===== src/rtl/time_set_ctrl.sv =====
// Key and timebase controller for a digital clock: mode/position selection,
// set-time and alarm increments with auto-repeat, idle timeout and field blinking.
module time_set_ctrl #(
  parameter int REPEAT_DLY   = 50,
  parameter int REPEAT_PER   = 10,
  parameter int BLINK_HALF   = 25,
  parameter int IDLE_TIMEOUT = 1000
) (
  input  logic       clk,
  input  logic       rst_n,
  input  logic       i_tick_100hz,
  input  logic       i_tick_1hz,
  input  logic       i_sw0,
  input  logic       i_sw1,
  input  logic       i_sw2,
  input  logic       i_sw3,
  input  logic       i_max_hit_sec,
  input  logic       i_max_hit_min,
  output logic [1:0] o_mode,
  output logic [1:0] o_position,
  output logic       o_sec_inc,
  output logic       o_min_inc,
  output logic       o_hour_inc,
  output logic       o_alarm_sec_inc,
  output logic       o_alarm_min_inc,
  output logic       o_alarm_hour_inc,
  output logic       o_alarm_en,
  output logic [2:0] o_blink_mask
);

  localparam int HOLD_MAX = REPEAT_DLY + REPEAT_PER;
  localparam int HOLD_W   = $clog2(HOLD_MAX + 1);
  localparam int IDLE_W   = $clog2(IDLE_TIMEOUT + 1);
  localparam int BLINK_W  = $clog2(BLINK_HALF + 1);

  localparam logic [HOLD_W-1:0]  HOLD_DLY_C   = HOLD_W'(REPEAT_DLY);
  localparam logic [HOLD_W-1:0]  HOLD_MAX_C   = HOLD_W'(HOLD_MAX);
  localparam logic [IDLE_W-1:0]  IDLE_MAX_C   = IDLE_W'(IDLE_TIMEOUT);
  localparam logic [BLINK_W-1:0] BLINK_HALF_C = BLINK_W'(BLINK_HALF);

  typedef enum logic [1:0] {
    MODE_CLOCK = 2'd0,
    MODE_SETUP = 2'd1,
    MODE_ALARM = 2'd2
  } mode_e;

  typedef enum logic [1:0] {
    POS_SEC  = 2'd0,
    POS_MIN  = 2'd1,
    POS_HOUR = 2'd2
  } pos_e;

  mode_e              mode_q, mode_d;
  pos_e               pos_q, pos_d;
  logic [3:0]         sw_q, sw_d, sw_prev_q;
  logic [HOLD_W-1:0]  hold_q, hold_d, hold_inc;
  logic [IDLE_W-1:0]  idle_q, idle_d;
  logic [BLINK_W-1:0] blink_q, blink_d, blink_inc;
  logic               phase_q, phase_d;
  logic               alarm_en_q, alarm_en_d;
  logic [2:0]         mask_q, mask_d;
  logic               sec_inc_q, min_inc_q, hour_inc_q;
  logic               sec_inc_d, min_inc_d, hour_inc_d;
  logic               asec_inc_q, amin_inc_q, ahour_inc_q;
  logic               asec_inc_d, amin_inc_d, ahour_inc_d;

  logic [3:0] press;
  logic       sw2_held, active, time_run, timeout, mode_chg, rep;
  logic       inc_req, set_inc, alm_inc;

  always_comb begin
    sw_d     = {i_sw3, i_sw2, i_sw1, i_sw0};
    press    = sw_prev_q & ~sw_q;
    sw2_held = ~sw_q[2];
    active   = (mode_q == MODE_SETUP) || (mode_q == MODE_ALARM);
    time_run = (mode_q == MODE_CLOCK) || (mode_q == MODE_ALARM);
    timeout  = active && (idle_q >= IDLE_MAX_C);

    // Illegal encoding recovers first; a mode key beats the idle timeout.
    mode_d   = mode_q;
    mode_chg = 1'b0;
    if (!(active || (mode_q == MODE_CLOCK))) begin
      mode_d   = MODE_CLOCK;
      mode_chg = 1'b1;
    end else if (press[0]) begin
      mode_chg = 1'b1;
      case (mode_q)
        MODE_CLOCK: mode_d = MODE_SETUP;
        MODE_SETUP: mode_d = MODE_ALARM;
        default:    mode_d = MODE_CLOCK;
      endcase
    end else if (timeout) begin
      mode_d   = MODE_CLOCK;
      mode_chg = 1'b1;
    end

    pos_d = pos_q;
    if (mode_chg) begin
      pos_d = POS_SEC;
    end else if (press[1] && active) begin
      case (pos_q)
        POS_SEC: pos_d = POS_MIN;
        POS_MIN: pos_d = POS_HOUR;
        default: pos_d = POS_SEC;
      endcase
    end

    alarm_en_d = alarm_en_q ^ press[3];

    // Hold counter parks at REPEAT_DLY after each repeat so it never exceeds HOLD_MAX.
    hold_inc = hold_q + 1'b1;
    hold_d   = hold_q;
    rep      = 1'b0;
    if (!sw2_held || !active || mode_chg) begin
      hold_d = '0;
    end else if (i_tick_100hz) begin
      if (hold_inc == HOLD_MAX_C) begin
        hold_d = HOLD_DLY_C;
        rep    = 1'b1;
      end else begin
        hold_d = hold_inc;
        rep    = (hold_inc == HOLD_DLY_C);
      end
    end

    inc_req = (press[2] | rep) & active & ~press[0] & ~press[1] & ~mode_chg;
    set_inc = inc_req && (mode_q == MODE_SETUP);
    alm_inc = inc_req && (mode_q == MODE_ALARM);

    sec_inc_d   = time_run ? i_tick_1hz    : (set_inc && (pos_q == POS_SEC));
    min_inc_d   = time_run ? i_max_hit_sec : (set_inc && (pos_q == POS_MIN));
    hour_inc_d  = time_run ? i_max_hit_min : (set_inc && (pos_q == POS_HOUR));
    asec_inc_d  = alm_inc && (pos_q == POS_SEC);
    amin_inc_d  = alm_inc && (pos_q == POS_MIN);
    ahour_inc_d = alm_inc && (pos_q == POS_HOUR);

    idle_d = idle_q;
    if (!active || mode_chg || (|press) || sw2_held) begin
      idle_d = '0;
    end else if (i_tick_100hz && (idle_q < IDLE_MAX_C)) begin
      idle_d = idle_q + 1'b1;
    end

    blink_inc = blink_q + 1'b1;
    blink_d   = blink_q;
    phase_d   = phase_q;
    if (mode_chg) begin
      blink_d = '0;
      phase_d = 1'b0;
    end else if (i_tick_100hz) begin
      if (blink_inc == BLINK_HALF_C) begin
        blink_d = '0;
        phase_d = ~phase_q;
      end else begin
        blink_d = blink_inc;
      end
    end

    // Mask tracks the next-state registers so it lines up with o_mode/o_position.
    mask_d = 3'b000;
    if (phase_d && i_sw2 && ((mode_d == MODE_SETUP) || (mode_d == MODE_ALARM))) begin
      case (pos_d)
        POS_SEC:  mask_d = 3'b001;
        POS_MIN:  mask_d = 3'b010;
        POS_HOUR: mask_d = 3'b100;
        default:  mask_d = 3'b000;
      endcase
    end
  end

  always_ff @(posedge clk) begin
    if (!rst_n) begin
      mode_q      <= MODE_CLOCK;
      pos_q       <= POS_SEC;
      sw_q        <= 4'hF;
      sw_prev_q   <= 4'hF;
      hold_q      <= '0;
      idle_q      <= '0;
      blink_q     <= '0;
      phase_q     <= 1'b0;
      alarm_en_q  <= 1'b0;
      mask_q      <= 3'b000;
      sec_inc_q   <= 1'b0;
      min_inc_q   <= 1'b0;
      hour_inc_q  <= 1'b0;
      asec_inc_q  <= 1'b0;
      amin_inc_q  <= 1'b0;
      ahour_inc_q <= 1'b0;
    end else begin
      mode_q      <= mode_d;
      pos_q       <= pos_d;
      sw_q        <= sw_d;
      sw_prev_q   <= sw_q;
      hold_q      <= hold_d;
      idle_q      <= idle_d;
      blink_q     <= blink_d;
      phase_q     <= phase_d;
      alarm_en_q  <= alarm_en_d;
      mask_q      <= mask_d;
      sec_inc_q   <= sec_inc_d;
      min_inc_q   <= min_inc_d;
      hour_inc_q  <= hour_inc_d;
      asec_inc_q  <= asec_inc_d;
      amin_inc_q  <= amin_inc_d;
      ahour_inc_q <= ahour_inc_d;
    end
  end

  assign o_mode           = mode_q;
  assign o_position       = pos_q;
  assign o_alarm_en       = alarm_en_q;
  assign o_blink_mask     = mask_q;
  assign o_sec_inc        = sec_inc_q;
  assign o_min_inc        = min_inc_q;
  assign o_hour_inc       = hour_inc_q;
  assign o_alarm_sec_inc  = asec_inc_q;
  assign o_alarm_min_inc  = amin_inc_q;
  assign o_alarm_hour_inc = ahour_inc_q;

endmodule


===== config.mk =====
export PLATFORM = sky130hd
export DESIGN_NAME = time_set_ctrl
export DESIGN_NICKNAME = d
export VERILOG_FILES = /design/src/rtl/time_set_ctrl.sv
export SDC_FILE = /design/constraint.sdc
export NUM_CORES = 1
export LEC_CHECK = 0
export ABC_AREA = 1
export ABC_CLOCK_PERIOD_IN_PS = 2200
export BUFFER_PORTS_ARGS = -buffer_cell sky130_fd_sc_hd__buf_4
export CORE_MARGIN = 3
export CORE_UTILIZATION = 40
export DETAILED_ROUTE_END_ITERATION = 8
export HOLD_SLACK_MARGIN = 0.15
export MAX_ROUTING_LAYER = met4
export PLACE_DENSITY = 0.68
export SYNTH_ARGS = -nofsm -noshare
export SYNTH_HDL_FRONTEND = slang
export SYNTH_SLANG_ARGS = --single-unit

===== constraint.sdc =====
create_clock -name clk -period 2.2 [get_ports clk]
set_input_delay 0.11 -clock clk [delete_from_list [all_inputs] [get_ports clk]]
set_output_delay 0.11 -clock clk [all_outputs]
set_load 0.02 [all_outputs]

== Yosys cells after proc, flatten, opt, wreduce, memory -nomap -nowiden ==
Index checks and enable logic that the tools add are counted.
Widths: inputs -> output; s select.

* Shifts and indexed selects: 0
* Mux-type cells: 22
* Div/mod/pow operators: 0
* Equality and inequality tests: 11
* Multipliers: 0
* Add/subtract/negate cells: 3
* Bitwise operators: 14
* Reductions and logical operators: 31
* Magnitude comparators: 2

{| class="wikitable"
|+ Operators by type and width
! cell !! number
|-
| $logic_and 1x1->1 || 13
|-
| $eq 6x6->1 const B || 2
|-
| $mux 1 || 12
|-
| $add 10x1->10 const B || 1
|-
| $ge 10x10->1 const B || 1
|-
| $lt 10x10->1 const B || 1
|-
| $mux 2 || 5
|-
| $logic_or 1x1->1 || 9
|-
| $pmux 3 s3 || 1
|-
| $eq 2x1->1 const B || 4
|-
| $eq 2x2->1 const B || 4
|-
| $pmux 2 s2 || 2
|-
| $add 6x1->6 const B || 1
|-
| $logic_not 2->1 || 3
|-
| $mux 6 || 1
|-
| $not 1->1 || 6
|-
| $reduce_or 2->1 || 3
|-
| $add 5x1->5 const B || 1
|-
| $eq 5x5->1 const B || 1
|-
| $mux 5 || 1
|-
| $and 1x1->1 || 4
|-
| $and 4x4->4 || 1
|-
| $not 4->4 || 1
|-
| $reduce_or 4->1 || 1
|-
| 4 further kinds || 4
|}

* Output and inout port bits: 14
* Register bits after elaboration: 44
* Memories: 0
* Input port bits: 10
* Bits in read-only memories: 0
* Bits in latches: 0
* RAM bits: 0
* Word-level logic and storage cells: 99

== Logic depth before layout (Yosys ltp) ==
Gate-level depths: netlist (run 1).

* Word-level depth: 16
* Gate-level depth with buffers: 11
* Gate-level depth less buffers: 11

== Least setup slack after synthesis (run 1) ==
Ideal clock, no wire load.

* Kind: flip-flop to flip-flop
* Start: register mode_q[0], in the netlist o_mode[0]
* End: register mask_q[0], in the netlist o_blink_mask[0]
* Clock period less this slack: 1.744 ns
* Slack: 0.456 ns
* Data arrival time: 1.666 ns
* Stages on the path, launching flop included: 8
* Data required time: 2.122 ns
* Setup time: 0.078 ns
* Path buffers: 0
* Cell sequence: dfxtp_1 inv_1 ha_1 inv_1 nor2_1 o21ai_0 o21ai_0 nor3_1

* Word-level cells in the longest chain between the ends: 10
* Elaborated cells between the ends (all ways): 27
* Classes of those cells: eq/ne (6); mux (11); reduce/logical (10)

{| class="wikitable"
|+ Ends and longest elaborated chain
! item !! RTL line !! RTL
|-
| start: declaration || 53 || <nowiki>mode_e mode_q, mode_d;</nowiki>
|-
| start signal: assignment || 190 || <nowiki>mode_q <= mode_d;</nowiki>
|-
| parallel branches: the longest is 10 deep, another holds $pmux 3 s3 || - ||
|-
| end signal: assignment || 199 || <nowiki>mask_q <= mask_d;</nowiki>
|-
| end: declaration || 61 || <nowiki>logic [2:0] mask_q, mask_d;</nowiki>
|}

Several ways; the timed one is not identified.
A chain may end at the register's enable or synchronous reset.

== Worst setup path in the final report (run 1) ==
Ends and elaborated chain as after synthesis.

==> impl_metrics.json, run 1 <==
{
  "finalClockSkew_ns": 0.00694,
  "fp-row-count": 26,
  "worstMarginPinSlew_ns": 0.398,
  "max_cap_violations": 0,
  "hold_violations": 0,
  "gp_congestion": 0.858,
  "cts_root_buffer": "clkbuf_8",
  "grt_max_degree": 14,
  "dp_hpwl_um": 3090,
  "ys.warnings.count": 0,
  "gr-usage-all-layers_pct": 14.8,
  "slew_violations": 0,
  "rsz0062_at_grt": "no",
  "tritoncts": "yes",
  "cts_max_level": 2,
  "cts.sinks": 44,
  "grt_remaining_overflow": 0,
  "min_period_ns": 1.84,
  "outcome": "completed",
  "vias": 1855,
  "fmaxAchievable_mhz": 542,
  "synth_nets": 311,
  "criticalPathCategory": "reg2reg",
  "whs_ns": 0.423,
  "synth_cell_type_count": 32,
  "syn_inst": 288,
  "postSynthAreaPerCell_um2": 7.59,
  "syn_to_final_growth_pct": 20.0,
  "cp-start-kind": "flip-flop",
  "cts_buffers": 5,
  "final_antenna_net_count": 0,
  "setup_viol": 0,
  "maxSlewHeadroom_pct": 73.5,
  "synth_seq_area_share_pct": 40.3,
  "drt-vias-per-instance": 4.70,
  "grt_pass1_vias": 1610,
  "final_util_pct": 50.4,
  "p_leak_nw": 1.10,
  "fill_cells": 509,
  "wl_per_cell_um": 10.8,
  "ir_worst_vdd_uv": 469,
  "design.core.area_um2": 5200,
  "clock_latency_ns": 0.30,
  "synth_area_um2": 2190,
  "die_h_um": 79.9,
  "clk_pin_slew_worst_paths_ns": 0.08,
  "boundaryPins": 24,
  "finalSetupTns_ns": 0,
  "wl_um": 4270,
  "arrival_ns": 2.07,
  "drive_above_1_share_pct": 20.0,
  "antenna_found_initial": 0,
  "cts_max_path_buffers": 2,
  "cp_max_fo": 6,
  "crit_required_ns": 2.43,
  "die-area_um2": 6390,
  "hp-class": "reg2reg",
  "drc": 0,
  "antenna_cells": 0,
  "grt_pass1_wl_um": 7120,
  "drt-pass1-iter-count": 5,
  "yosys_register_bits": 44,
  "die_width_um": 79.9,
  "port_buffers": 23,
  "drt_iter0_drc": 71,
  "end_kind": "flip-flop",
  "initial_utilization_pct": 42.0,
  "finalCritPeriodShare_pct": 83.8,
  "nets": 347,
  "powerDensity_nw_per_um2": 575
}
cells in the final DEF (no fill, tap or decap), types with 2 or more instances in the layout:
master,n
o21ai_0,6
buf_4,25
inv_1,37
nor2_1,30
a211oi_1,3
nand2_2,7
a21oi_1,16
nor3_1,8
dfxtp_1,44
inv_2,3
ha_1,13
nand4_1,7
nand3_2,2
xor2_1,4
a21oi_2,2
nor3b_1,2
clkbuf_8,6
nand3_1,12
nor2_4,2
or2_2,7
o21bai_1,2
dlygate4sd3_1,9
nand2_1,61
nor2_2,6
xnor2_1,2
worst paths after layout:
kind	from	end	slack, ns	cells after the start
worst max-delay path	o_mode[0]	o_blink_mask[0]	0.36	8
worst min-delay path	sw_q[3]	sw_prev_q[3]	0.42	2
worst max register to register	o_mode[0]	o_blink_mask[0]	0.36	8
worst min register to register	sw_q[3]	sw_prev_q[3]	0.42	2
cells in the mapped netlist, drive strengths merged:
master	count	area (µm²)
a211oi	3	22.5
a21oi	18	97.6
a31oi	1	6.26
buf	2	11.3
clkbuf	3	11.3
dfxtp	44	881
ha	13	163
inv	40	150
nand2	69	284
nand3	14	80.1
nand4	8	65.1
nor2	38	173
nor3	9	56.3
nor3b	2	15.0
o21a	1	7.51
o21ai	6	30.0
o21bai	2	15.0
or2	8	50.1
xnor2	3	33.8
xor2	4	35.0
cell type report:
class                   instances  area, µm²  share of cell area (%)
clock buffers                   7       86.3                    3.29
clock inverters                 1       7.51                   0.286
inverters                      40        150                    5.72
multi-input cells             199       1130                    43.2
flip-flops and latches         44        881                    33.6
well taps                      70       87.6                    3.34
repair buffers                 34        278                    10.6
where the power goes:
part           switching (W)  internal, W  total [W]
registers          0.0000111     0.000814   0.000825
clock network       0.000273     0.000255   0.000528
logic              0.0000904    0.0000648   0.000155
flip-flops by register name, indices dropped and copies added, names as in the netlist, 2 cells and up:
signal        flops
hold_q            6
idle_q           10
o_mode            2
o_position        2
o_blink_mask      3
blink_q           5
sw_q              4
sw_prev_q         4
layer usage:
layer	routed length (µm)	vias up	GRT usage (%)	share of wire, %
met3	237	7	5.08	5.6
met2	1920	43	22.7	45
met5	0	-	-	0
met1	2060	829	18.5	48
li1	-	976	-	-
met4	55	0	4.05	1.3
cells by family after synthesis:
logic type	after synthesis	share of synthesized area (%)
compound gates	31	8.18
fa+ha+maj	13	7.44
xor+xnor	7	3.15
flops	44	40.3
simple gates	148	33.1
buf+inv	45	7.89
critical path, cell delays in order (launching register included):
cell	delay, ns
dfxtp_1	0.43
inv_1	0.12
ha_1	0.35
inv_1	0.09
nor2_1	0.20
o21ai_0	0.16
nand2_1	0.14
o21ai_0	0.09
nor3_1	0.19
metrics by stage:
stage	setup slack, ns	total power [W]	cell area [µm²]	instances
final	0.356	0.00151	2620	395
after global routing	0.164	0.00158	2620	395
after CTS	0.377	0.00152	2620	395
after detailed placement	0.417	0.000985	2440	378
after global placement	0.497	0.000982	2440	378
after floorplan	0.456	0.000936	2190	288
what timing repair did:
item,in CTS,in global routing
gates resized for setup,0,0
hold buffers,9,0
buffers inserted,0,0
endpoints found under the hold margin,16,0
Power figures use the tool's default switching activity.
==> run 2, diff against run 1 <==
Settings changed: ABC_CLOCK_PERIOD_IN_PS 2200 to 1800.
Clock period 2.2 ns to 1.8 ns, I/O delays scaled along.
==> run 2 against run 1 <==
Effect of this change: critical path depth is 1 higher; worst setup slack got worse by 0.23 ns; sequential power grew 22%; sequential share of layout area decreased by 0.61 points; final cell count up 0.76%; total power is 21% higher; core utilization rose by 1.2 points; global-route usage is 0.76 points lower; die area unchanged; register-to-register slack worse by 0.23 ns; sequential cell count unchanged.
==> impl_metrics.json, run 2 (synthesis gave the netlist of run 1 again) <==
{
  "worstPathCellList": "inv_1, ha_4, nand3_2, nand2_4, inv_2, nand2_1, nand2_1, xnor2_2, nor3_1",
  "grt_max_degree": 14,
  "whs_ns": 0.419,
  "gp_congestion": 0.814,
  "drt_iter0_drc": 36,
  "whs_path_depth": 2,
  "cts.sinks": 44,
  "max_cap_violations": 0,
  "r2r_end": "o_blink_mask[0]",
  "p_leak_nw": 1.12,
  "cts_max_level": 2,
  "reg_top3": "idle_q x10, hold_q x6, blink_q x5",
  "dp_hpwl_um": 3050,
  "drt-pass1-iter-count": 4,
  "cp_max_fo": 5,
  "placed_cell_area_um2": 2450,
  "p_int_w": 0.00139,
  "slowest_delay_ns": 0.37,
  "fmaxAchievable_mhz": 598,
  "syn_to_final_growth_pct": 22.7,
  "crit_required_ns": 2.00,
  "seqPwrFrac_pct": 55.3,
  "drc": 0,
  "tritoncts": "yes",
  "cpMaxStageDelayCell": "dfxtp_2",
  "setup_viol": 0,
  "crit_top_cell": "nand2_1",
  "die-area_um2": 6390,
  "criticalPathCategory": "reg2reg",
  "design.core.area_um2": 5200,
  "cp-start-kind": "flip-flop",
  "gr-usage-all-layers_pct": 14.0,
  "antenna_cells": 0,
  "min_to": "sw_prev_q[1]",
  "powerDensity_nw_per_um2": 679,
  "grt_pass1_wl_um": 7070,
  "top_register": "idle_q",
  "boundaryPins": 24,
  "die_width_um": 79.9,
  "cts_root_buffer": "clkbuf_8",
  "fill_cells": 508,
  "largest_reg_flops": 10,
  "worstMarginPinSlew_ns": 0.284,
  "maxSlewHeadroom_pct": 81.0,
  "hold_start": "sw_q[1]",
  "clk_pin_slew_worst_paths_ns": 0.08,
  "drt-vias-per-instance": 4.67,
  "final_cell_mix": "nand2_1 (60), dfxtp_1 (41), inv_1 (37), nor2_1 (29), buf_4 (27)",
  "antenna_found_initial": 0,
  "reg2reg_slack_ns": 0.13,
  "final_common_cell": "nand2_1",
  "ir_worst_vdd_uv": 480,
  "fp-row-count": 26,
  "final_antenna_net_count": 0,
  "slew_violations": 0,
  "cts_max_path_buffers": 2,
  "rsz0062_at_grt": "no",
  "place_inst": 380,
  "cts_buffers": 5,
  "die_h_um": 79.9,
  "regArea_um2": 885,
  "grt_remaining_overflow": 0,
  "outcome": "completed",
  "rr_startpoint": "o_mode[1]",
  "multiInputGateArea_um2": 1180,
  "finalSetupTns_ns": 0,
  "vias": 1860,
  "hp-class": "reg2reg",
  "net-switching-power_w": 0.000435,
  "port_buffers": 23,
  "finalNonFillerCells": 398,
  "reg2regPathDepth": 9,
  "p_clk_share_pct": 33.6,
  "finalCritPeriodShare_pct": 92.9,
  "drive_above_1_share_pct": 23.5,
  "end_kind": "flip-flop",
  "wl_um": 4140,
  "grt_pass1_vias": 1635,
  "nets": 350,
  "cts_setup_buffers": 0,
  "min_period_ns": 1.67,
  "arrival_ns": 1.87,
  "clock_latency_ns": 0.28,
  "p_comb_share_pct": 11.1,
  "initial_utilization_pct": 42.0,
  "design_area_um2": 2680,
  "wl_per_cell_um": 10.4,
  "finalClockSkew_ns": 0.00554,
  "hold_violations": 0,
  "p_sw_share_pct": 23.9
}
[run 2: changes by cell type in the layout (fill, tap and decap cells not counted), sizes merged]
| cell | delta |
|---|---|
| nand4 | +1 |
| clkbuf | -1 |
| clkinv | +2 |
| buf | +2 |
| clkinvlp | -1 |
[run 2: power by group through the flow]
stage	clock [W]	combinational (W)	sequential, W
6_report	0.000613	0.000202	0.00101
5_1_grt	0.000676	0.000225	0.00101
4_1_cts	0.000642	0.000193	0.00101
3_5_place_dp	0	0.000176	0.00103
3_3_place_gp	0	0.000174	0.00103
2_1_floorplan	0	0.000102	0.00104
[run 2: what timing repair did]
action / CTS / global route
setup endpoints to repair: 3 / 23
endpoints found under the hold margin: 17 / 0
hold buffers: 9 / 0
pin swaps: 0 / 2
gates resized for setup: 2 / 8
cloned: 0 / 1
[run 2: metrics by stage]
stage	worst slack [ns]	utilization, %	total power (W)
after floorplan	0.0563	-	0.00114
after global placement	0.0959	47.2	0.00120
after detailed placement	0.0167	47.2	0.00121
after CTS	0.0291	50.7	0.00184
after global routing	0.0135	51.6	0.00191
final	0.128	51.6	0.00182
[run 2: worst max path at each step]
stage	startpoint	end	slack, ns	cells past startpoint
floorplan	o_mode[0]	o_blink_mask[0]	0.06	7
global placement	o_mode[1]	o_blink_mask[0]	0.1	8
detailed placement	o_mode[1]	o_blink_mask[0]	0.02	8
CTS	o_mode[1]	o_blink_mask[1]	0.03	8
global route	hold_q[1]	o_alarm_min_inc	0.01	11
finish	o_mode[1]	o_blink_mask[0]	0.13	9
[run 2: cell type report]
cell class,count,area share [%]
repair buffers,36,10.9
clock inverters,2,0.373
clock buffers,6,3.08
well taps,70,3.26
multi-input cells,200,43.8
flip-flops and latches,44,33.0
inverters,40,5.59
[run 2: worst max-delay path, delay by kind of cell, from the launching register on]
kind          cells  cell delay, ns
fa+ha+maj         1            0.30
flops             1            0.37
buf+inv           2            0.19
xor+xnor          1            0.16
simple gates      5            0.57
[run 2: per-layer routing]
layer,vias up,GRT usage (%),part of all wire [%]
li1,992,-,-
met1,847,17.7,50
met2,16,22.8,46
met3,5,3.05,2.5
met4,0,3.55,1.2
met5,-,-,0
==> run 3, diff against run 2 <==
Settings changed: PLACE_DENSITY 0.68 to 0.59.
==> run 3 against run 2 <==
Effect of this change: global-route usage up 0.60 points; combinational power hardly changed; clock power increased by 1%; die area unchanged; sequential cell count stayed put; clock-buffer cell count decreased by 1; core utilization fell by 0.14 points; clock skew increased by 0.0044 ns; critical path type unchanged; critical endpoint is now o_blink_mask[2]; largest power group unchanged.
==> impl_metrics.json, run 3 (synthesis gave the netlist of run 1 again) <==
{
  "outcome": "completed",
  "drt-pass1-iter-count": 4,
  "clock_latency_ns": 0.30,
  "cts_max_path_buffers": 2,
  "p_leak_nw": 1.10,
  "fmaxAchievable_mhz": 604,
  "finalClockSkew_ns": 0.00996,
  "cpMaxStageDelayCell": "dfxtp_2",
  "cts_root_buffer": "clkbuf_8",
  "slew_violations": 0,
  "finalCritPeriodShare_pct": 92.0,
  "critPathTopFamily": "simple AND/OR/NAND/NOR gates",
  "wl_per_cell_um": 10.5,
  "cp-start-kind": "flip-flop",
  "gr-usage-all-layers_pct": 14.6,
  "drc": 0,
  "wl_um": 4160,
  "maxSlewHeadroom_pct": 78.4,
  "path_buf_inv": 2,
  "grt_max_degree": 16,
  "finalPower_w": 0.00183,
  "cts_buffers": 5,
  "rsz0062_at_grt": "yes",
  "largest_reg_flops": 10,
  "ir_worst_vdd_uv": 373,
  "grtUsageMet1_pct": 19.3,
  "tritoncts": "yes",
  "reg_top3": "idle_q x10, hold_q x6, blink_q x5",
  "grt_pass1_wl_um": 7260,
  "dp_hpwl_um": 3100,
  "slowest_delay_ns": 0.38,
  "powerDensity_nw_per_um2": 683,
  "initial_utilization_pct": 42.0,
  "multiInputGateArea_um2": 1170,
  "worstMarginPinSlew_ns": 0.321,
  "whs_ns": 0.426,
  "cts_max_level": 2,
  "boundaryPins": 24,
  "cp_max_fo": 5,
  "top_register": "idle_q",
  "final_common_cell": "nand2_1",
  "top_usage_layer": "met2",
  "grtUsageMet2_pct": 21.7,
  "grt_pass1_vias": 1657,
  "min_period_ns": 1.66,
  "nets": 348,
  "crit_top_cell": "nand2_1",
  "port_buffers": 23,
  "gp_congestion": 0.956,
  "final_cell_mix": "nand2_1 (61), dfxtp_1 (41), inv_1 (37), nor2_1 (28), buf_4 (26)",
  "grt_remaining_overflow": 0,
  "drive_above_1_share_pct": 23.6,
  "die_width_um": 79.9,
  "max_cap_violations": 0,
  "die_h_um": 79.9,
  "drt-vias-per-instance": 4.59,
  "drt_iter0_drc": 54,
  "fill_cells": 523,
  "regArea_um2": 887,
  "die-area_um2": 6390,
  "gr-usage-met3_pct": 3.50,
  "hp-class": "reg2reg",
  "hold_violations": 0,
  "setup_viol": 0,
  "end_kind": "flip-flop",
  "arrival_ns": 1.83,
  "syn_to_final_growth_pct": 22.4,
  "antenna_cells": 0,
  "cts.sinks": 44,
  "fp-row-count": 26,
  "final_antenna_net_count": 0,
  "design.core.area_um2": 5200,
  "antenna_found_initial": 0,
  "vias": 1819,
  "clk_pin_slew_worst_paths_ns": 0.09,
  "crit_required_ns": 1.98,
  "cts_setup_buffers": 0,
  "worstPathCellList": "inv_1, ha_4, nand3_2, nand2_4, inv_2, nand2_1, nand2_1, xnor2_2, nor3_2",
  "criticalPathCategory": "reg2reg"
}
## run 3: changes by cell type in the layout (fill, tap and decap cells not counted), moves of 2 or more
cell / before / now
clkinv_2: 2 / 0
nor3_1: 7 / 5
clkinvlp_4: 0 / 2
nor3_2: 1 / 3
## run 3: final timing paths
check / startpoint / end / slack [ns] / cells past startpoint
max: o_mode[1] / o_blink_mask[2] / 0.14 / 9
min: sw_q[1] / sw_prev_q[1] / 0.43 / 2
max reg2reg: o_mode[1] / o_blink_mask[2] / 0.14 / 9
min reg2reg: sw_q[1] / sw_prev_q[1] / 0.43 / 2
## run 3: report_power, final
part           internal [W]  total, W  switching [W]
Clock              0.000275  0.000621       0.000346
Combinational     0.0000848  0.000200       0.000115
Sequential         0.000993   0.00101      0.0000125
Total               0.00135   0.00183       0.000474
## run 3: what timing repair did
| action | 4_1_cts | 5_1_grt |
|---|---|---|
| hold endpoints to repair | 19 | 0 |
| setup endpoints to repair | 2 | 17 |
| pin swaps | 0 | 2 |
| hold buffers | 9 | 0 |
| gates resized for setup | 2 | 12 |
## run 3: final cells by class
type                            count  share of cell area (%)
Multi-Input combinational cell    199                    43.9
Sequential cell                    44                    33.1
Timing Repair Buffer               35                    10.7
Inverter                           40                    5.61
Tap cell                           70                    3.27
Clock buffer                        5                    2.57
Clock inverter                      3                   0.888
## run 3: tightest hold or removal path: stages (launching register included)
cell and delay [ns]:
dfxtp_1 0.31, inv_1 0.04, nand2_1 0.04
## run 3: per-layer routing
metal / vias to the layer above / wire [µm]
met5: - / 0
met4: 0 / 51
met3: 4 / 153
met2: 34 / 1870
met1: 801 / 2080
li1: 980 / -
## run 3: per-stage QoR
| stage | utilization (%) | area [µm²] | setup slack, ns | instances | TNS (ns) |
|---|---|---|---|---|---|
| 6_report | 51.4 | 2680 | 0.145 | 396 | 0 |
| 5_1_grt | 51.4 | 2680 | -0.00180 | 396 | -0.00180 |
| 4_1_cts | 50.6 | 2630 | 0.0258 | 396 | 0 |
| 3_5_place_dp | 47.0 | 2450 | 0.00807 | 379 | 0 |
| 3_3_place_gp | 47.0 | 2450 | 0.0486 | 379 | 0 |
| 2_1_floorplan | - | 2190 | 0.0563 | 288 | 0 |
